[src/rtl/toy_bus_arb_node_fetch_pld_type_toybusreq.sv]
// Two-input round-robin merge node for ToyBusReq on the fetch request network.
// The winner is pushed into a 2-entry FIFO whose head drives out0; in*_rdy never depends on out0_rdy.
module toy_bus_arb_node_fetch_pld_type_toybusreq #(
    parameter int ADDR_W  = 32,
    parameter int STRB_W  = 32,
    parameter int DATA_W  = 256,
    parameter int ID_W    = 4,
    parameter int SB_W    = 10,
    parameter int RR_INIT = 0
) (
    input  logic              clk,
    input  logic              rst,
    input  logic              in0_vld,
    output logic              in0_rdy,
    input  logic [ADDR_W-1:0] in0_addr,
    input  logic [STRB_W-1:0] in0_strb,
    input  logic [DATA_W-1:0] in0_data,
    input  logic              in0_opcode,
    input  logic [ID_W-1:0]   in0_src_id,
    input  logic [ID_W-1:0]   in0_tgt_id,
    input  logic [SB_W-1:0]   in0_sideband,
    input  logic              in1_vld,
    output logic              in1_rdy,
    input  logic [ADDR_W-1:0] in1_addr,
    input  logic [STRB_W-1:0] in1_strb,
    input  logic [DATA_W-1:0] in1_data,
    input  logic              in1_opcode,
    input  logic [ID_W-1:0]   in1_src_id,
    input  logic [ID_W-1:0]   in1_tgt_id,
    input  logic [SB_W-1:0]   in1_sideband,
    output logic              out0_vld,
    input  logic              out0_rdy,
    output logic [ADDR_W-1:0] out0_addr,
    output logic [STRB_W-1:0] out0_strb,
    output logic [DATA_W-1:0] out0_data,
    output logic              out0_opcode,
    output logic [ID_W-1:0]   out0_src_id,
    output logic [ID_W-1:0]   out0_tgt_id,
    output logic [SB_W-1:0]   out0_sideband
);

    localparam int PLD_W = ADDR_W + STRB_W + DATA_W + 1 + 2 * ID_W + SB_W;

    logic [PLD_W-1:0] ent0_q, ent0_d, ent1_q, ent1_d;
    logic [1:0]       count_q, count_d;
    logic             wptr_q, wptr_d;
    logic             rptr_q, rptr_d;
    logic             prio_q, prio_d;

    logic             space_s, gnt_vld_s, gnt_idx_s, push_s, pop_s;
    logic [PLD_W-1:0] pld0_s, pld1_s, pld_in_s, head_s;

    assign pld0_s = {in0_addr, in0_strb, in0_data, in0_opcode, in0_src_id, in0_tgt_id, in0_sideband};
    assign pld1_s = {in1_addr, in1_strb, in1_data, in1_opcode, in1_src_id, in1_tgt_id, in1_sideband};

    assign head_s   = rptr_q ? ent1_q : ent0_q;
    assign out0_vld = (count_q != 2'd0);
    assign {out0_addr, out0_strb, out0_data, out0_opcode,
            out0_src_id, out0_tgt_id, out0_sideband} = head_s;

    // Arbitration, handshakes and next-state for FIFO and priority.
    always_comb begin
        ent0_d    = ent0_q;
        ent1_d    = ent1_q;
        count_d   = count_q;
        wptr_d    = wptr_q;
        rptr_d    = rptr_q;
        prio_d    = prio_q;
        gnt_vld_s = 1'b0;
        gnt_idx_s = 1'b0;

        // Space comes from the registered count only, so a pop cannot open room this cycle.
        space_s = (count_q < 2'd2);

        case ({in1_vld, in0_vld})
            2'b01: begin
                gnt_vld_s = 1'b1;
                gnt_idx_s = 1'b0;
            end
            2'b10: begin
                gnt_vld_s = 1'b1;
                gnt_idx_s = 1'b1;
            end
            2'b11: begin
                gnt_vld_s = 1'b1;
                gnt_idx_s = prio_q;
            end
            default: begin
                gnt_vld_s = 1'b0;
                gnt_idx_s = 1'b0;
            end
        endcase

        in0_rdy  = space_s && gnt_vld_s && !gnt_idx_s && in0_vld;
        in1_rdy  = space_s && gnt_vld_s &&  gnt_idx_s && in1_vld;
        push_s   = in0_rdy || in1_rdy;
        pop_s    = (count_q != 2'd0) && out0_rdy;
        pld_in_s = gnt_idx_s ? pld1_s : pld0_s;

        if (push_s) begin
            if (wptr_q) begin
                ent1_d = pld_in_s;
            end else begin
                ent0_d = pld_in_s;
            end
            wptr_d = ~wptr_q;
            prio_d = ~gnt_idx_s;
        end else begin
            wptr_d = wptr_q;
            prio_d = prio_q;
        end

        if (pop_s) begin
            rptr_d = ~rptr_q;
        end else begin
            rptr_d = rptr_q;
        end

        case ({push_s, pop_s})
            2'b10:   count_d = count_q + 2'd1;
            2'b01:   count_d = count_q - 2'd1;
            default: count_d = count_q;
        endcase
    end

    // State registers; reset discards both entries and restores the initial priority.
    always_ff @(posedge clk or posedge rst) begin
        if (rst) begin
            ent0_q  <= '0;
            ent1_q  <= '0;
            count_q <= 2'd0;
            wptr_q  <= 1'b0;
            rptr_q  <= 1'b0;
            prio_q  <= 1'(RR_INIT);
        end else begin
            ent0_q  <= ent0_d;
            ent1_q  <= ent1_d;
            count_q <= count_d;
            wptr_q  <= wptr_d;
            rptr_q  <= rptr_d;
            prio_q  <= prio_d;
        end
    end

endmodule

[config.mk]
export PLATFORM = sky130hd
export DESIGN_NAME = toy_bus_arb_node_fetch_pld_type_toybusreq
export DESIGN_NICKNAME = d
export VERILOG_FILES = /design/src/rtl/toy_bus_arb_node_fetch_pld_type_toybusreq.sv
export SDC_FILE = /design/constraint.sdc
export NUM_CORES = 2
export LEC_CHECK = 0
export ABC_AREA = 1
export CAP_MARGIN = 20
export CORE_AREA = 2 2 398 400
export CTS_CLUSTER_SIZE = 25
export DETAILED_ROUTE_END_ITERATION = 6
export DIE_AREA = 0 0 400 402
export PLACE_DENSITY_LB_ADDON = 0.15
export SYNTH_ARGS = -nofsm -noshare
export SYNTH_HDL_FRONTEND = slang
export SYNTH_SLANG_ARGS = --single-unit
[constraint.sdc]
create_clock -name clk -period 37.6 [get_ports clk]
set_input_delay 7.52 -clock clk [delete_from_list [all_inputs] [get_ports clk]]
set_output_delay 7.52 -clock clk [all_outputs]
set_load 0.1 [all_outputs]
==> results.md <==
Yosys:
- The mean instance size in the synthesized netlist is 7.05 sq um.
- The count of state elements after synthesis is between 600 and 700.
- Yosys printed 0 warnings.
- The share of the yosys chip area belonging to registers is 0.473.
- The netlist uses 16 different library cells.
- Counting every instance in the synthesized netlist gives between 5000 and 6000.
- The cell area after synthesis is around 0.036 sq mm.
- The number of nets in the synthesized netlist is 5803.

Clocking:
- The H-tree was split into 3 levels.
- The number of clock buffers added by TritonCTS is 90.
- The tree built by TritonCTS fans out to around 680 sinks.
- Post-CTS repair changed the size of 0 cells.
- CTS placed an instance of clkbuf_16 at the clock tree root.
- The post-CTS repair timing setup buffer count is 0.
- The CTS tree is built.
- The clock reaches the later pin of the worst-skew pair after 0.69 ns.
- After clock tree synthesis, the clock-pin slew on the worst setup and hold paths is 0.06 ns.
- The hold buffer count at CTS is 0.
- The clock passes through at most 3 buffers.

Worst setup path:
- Data on the critical path arrives at its endpoint at 10.31 ns.
- The largest single stage delay on the critical path is 1.13 ns.
- STA classifies the critical path endpoint as an output pin.
- In this run the worst path has a maximum fanout of 51.
- The slowest library cell on the worst path is clkdlybuf4s50_1.
- The worst reg2reg path depth is 9.
- The worst setup path category is input pin to output pin.
- At the worst endpoint, the required time is 30.08 ns.
- The signal on the critical path passes through clkdlybuf4s50_1 > nand2_4 > nand2_4 > nand2_1 > inv_1 > clkdlybuf4s50_1.
- The kind of start point of the critical path is an input pin.

Timing:
- The post-route clock period utilization is 0.474.
- Between clock sinks in the finished design, the worst skew comes to 0.0324 ns.
- Measured against its own limit, the worst slew margin works out to 0.205.
- The peak clock frequency supported by timing is 56.1 MHz.
- The number of max-slew violations in the final report is 0.
- The worst-margin pin slew is 1.19 ns.
- The smallest clock period supported by the final layout is computed as 17.83 ns.
- For the final routed database, the setup TNS stands at 0 ns.
- Across all setup checks in the final design, the least slack found is 19.77 ns.
- Setup repair after global routing left no endpoint under its margin.
- Setup violations remaining at the end of the flow were counted as 0.
- The total count of hold-check failures in the final report is 0.

Place:
- The count of input and output buffers is 1024.
- The routability congestion estimate is 0.809.
- At the placement stage, the worst setup path has a slack of between 15 and 20 ns.
- The HPWL after detailed placement is between 100000 and 150000 um.
- The instance area after placement is just under 0.05 sq mm.

Cells and area:
- The final core utilization is 0.326.
- The share of post-route cells with drive strength above 1 is 0.0367.
- With fillers left out, the area of the finished cells amounts to 0.0513 sq mm.
- The number of filler cells placed in the layout is 16997.
- Summing all multi-input logic gate instances after layout gives approximately 0.016 sq mm.
- The library cell used most frequently in the layout, excluding fill and tap cells, is nand2_1.
- The area overhead of the layout relative to synthesis is 41.9%.
- Registers take 0.0171 sq mm.
- In the layout the commonest cells are 2719 x nand2_1, 1016 x clkdlybuf4s50_1, 682 x dfrtp_1.
- The net count of the finished layout is 6638.

Route:
- The remaining number of nets flagged by the antenna check after routing is 0.
- The average vias per placed instance is 4.46.
- The post-detailed-route DRC marker count is 0.
- The total via count after detailed routing is 36227.
- The detailed-route wire length is 165000 um.
- The detailed-routing iteration count for the pre-antenna-repair pass is 5.
- In the final routed layout, each cell accounts on average for approximately 20 um.
- For this block, the initial DRC count from the detailed router was 2283.

Job:
- The count of maximum capacitance violations is 0.

Global route:
- The first global-routing pass estimated about 240000 um of wire.
- The global-route usage over all layers is 0.199.
- The via count of the first global-routing pass is about 35000.
- Entering global routing, the biggest net connects 150 pins.
- The initial antenna violation count is 60.
- The leftover overflow at the end of global routing is 0.

Floorplan:
- The region available for standard cell placement spans ~0.16 sq mm.
- The width of the die is around 400 um.
- During I/O placement, the number of pins put on the boundary was between 1000 and 1500.
- The initial utilization of the core area, before any placement, comes to 0.230.
- The die footprint is 0.161 sq mm.
- The die boundary height is 402 um.
- After floorplanning, the core was divided into around 150 placement rows.

Run status:
- The flow ran to the end, and the final reports show no timing, DRC or antenna violations.

Hold path:
- The tightest min-delay check is of the flip-flop to flip-flop type.
- The number of instances on the worst hold path is 2.
layout make-up:
| type | count | area share |
|---|---|---|
| clock inverter | 29 | 0.00703 |
| sequential | 683 | 0.334 |
| multi-input combinational | 3751 | 0.318 |
| tap | 2072 | 0.0506 |
| clock buffer | 139 | 0.0538 |
| timing repair buffer | 1078 | 0.210 |
| inverter | 350 | 0.0259 |
| antenna | 24 | 0.00117 |
critical path, delay by kind of cell:
family                 cells  cell delay [ns]
and+or+nand+nor            3             0.96
buffers and inverters      3             1.81
metrics by stage:
stage | hold WS (ns) | cells
floorplan | 0.449 | 5119
global placement | 0.461 | 7931
detailed placement | 0.465 | 7933
CTS | 0.480 | 8101
global route | 0.488 | 8123
finish | 0.475 | 8126
state kept, by name, summed over array words and instances, names as in the netlist:
name	count
ent0_q	339
ent1_q	339
prio_q	1
count_q	2
wptr_q	1
rptr_q	1
synthesized netlist by cell type:
library cell,count,share of area
xor2_1,2,0.00049
nand3_1,679,0.094
o21ai_0,1,0.00014
nor2_1,2,0.00021
inv_1,349,0.036
ha_1,1,0.00035
inv_2,1,0.00010
nor3_2,2,0.00055
dfrtp_1,683,0.47
buf_1,12,0.0012
clkbuf_1,158,0.016
xnor2_1,1,0.00024
nand3b_1,339,0.070
nand2_1,2723,0.28
buf_2,165,0.023
nor2_2,1,0.00017
layer usage:
| metal | vias to the layer above | track usage | share of wire |
|---|---|---|---|
| met2 | 998 | 0.330 | 0.48 |
| li1 | 17564 | - | - |
| met4 | 64 | 0.0658 | 0.029 |
| met5 | - | 0 | 0.0025 |
| met3 | 259 | 0.0541 | 0.074 |
| met1 | 17342 | 0.247 | 0.42 |
path summary, 6_finish.rpt:
check	startpoint	end	slack [ns]
hold / removal	ent0_q[302]$_DFFE_PP0P_	ent0_q[302]$_DFFE_PP0P_	0.48
setup / recovery	in0_vld	in0_rdy	19.77
hold reg to reg	ent0_q[302]$_DFFE_PP0P_	ent0_q[302]$_DFFE_PP0P_	0.48
min in group asynchronous	rst	ent1_q[78]$_DFFE_PP0P_	7.32
setup reg to reg	prio_q$_DFFE_PP0N_	ent1_q[116]$_DFFE_PP0P_	33.35
max in group asynchronous	rst	ent0_q[248]$_DFFE_PP0P_	26.67
logic make-up (layout without fill, tap and decap cells):
kind of cell,count (synthesis),count (layout),synth area share
buffers and inverters,685,1596,0.0769
DFF,683,683,0.473
and+or+nand+nor,3746,3746,0.449
adders and majority gates,1,1,0.000346
other,0,24,0
xor gates and xnor gates,3,3,0.000728
AOI/OAI and AO/OA,1,1,0.000138
Power is not shown: default switching activity piles up to over one toggle a cycle in this logic, so the estimate is an artifact.
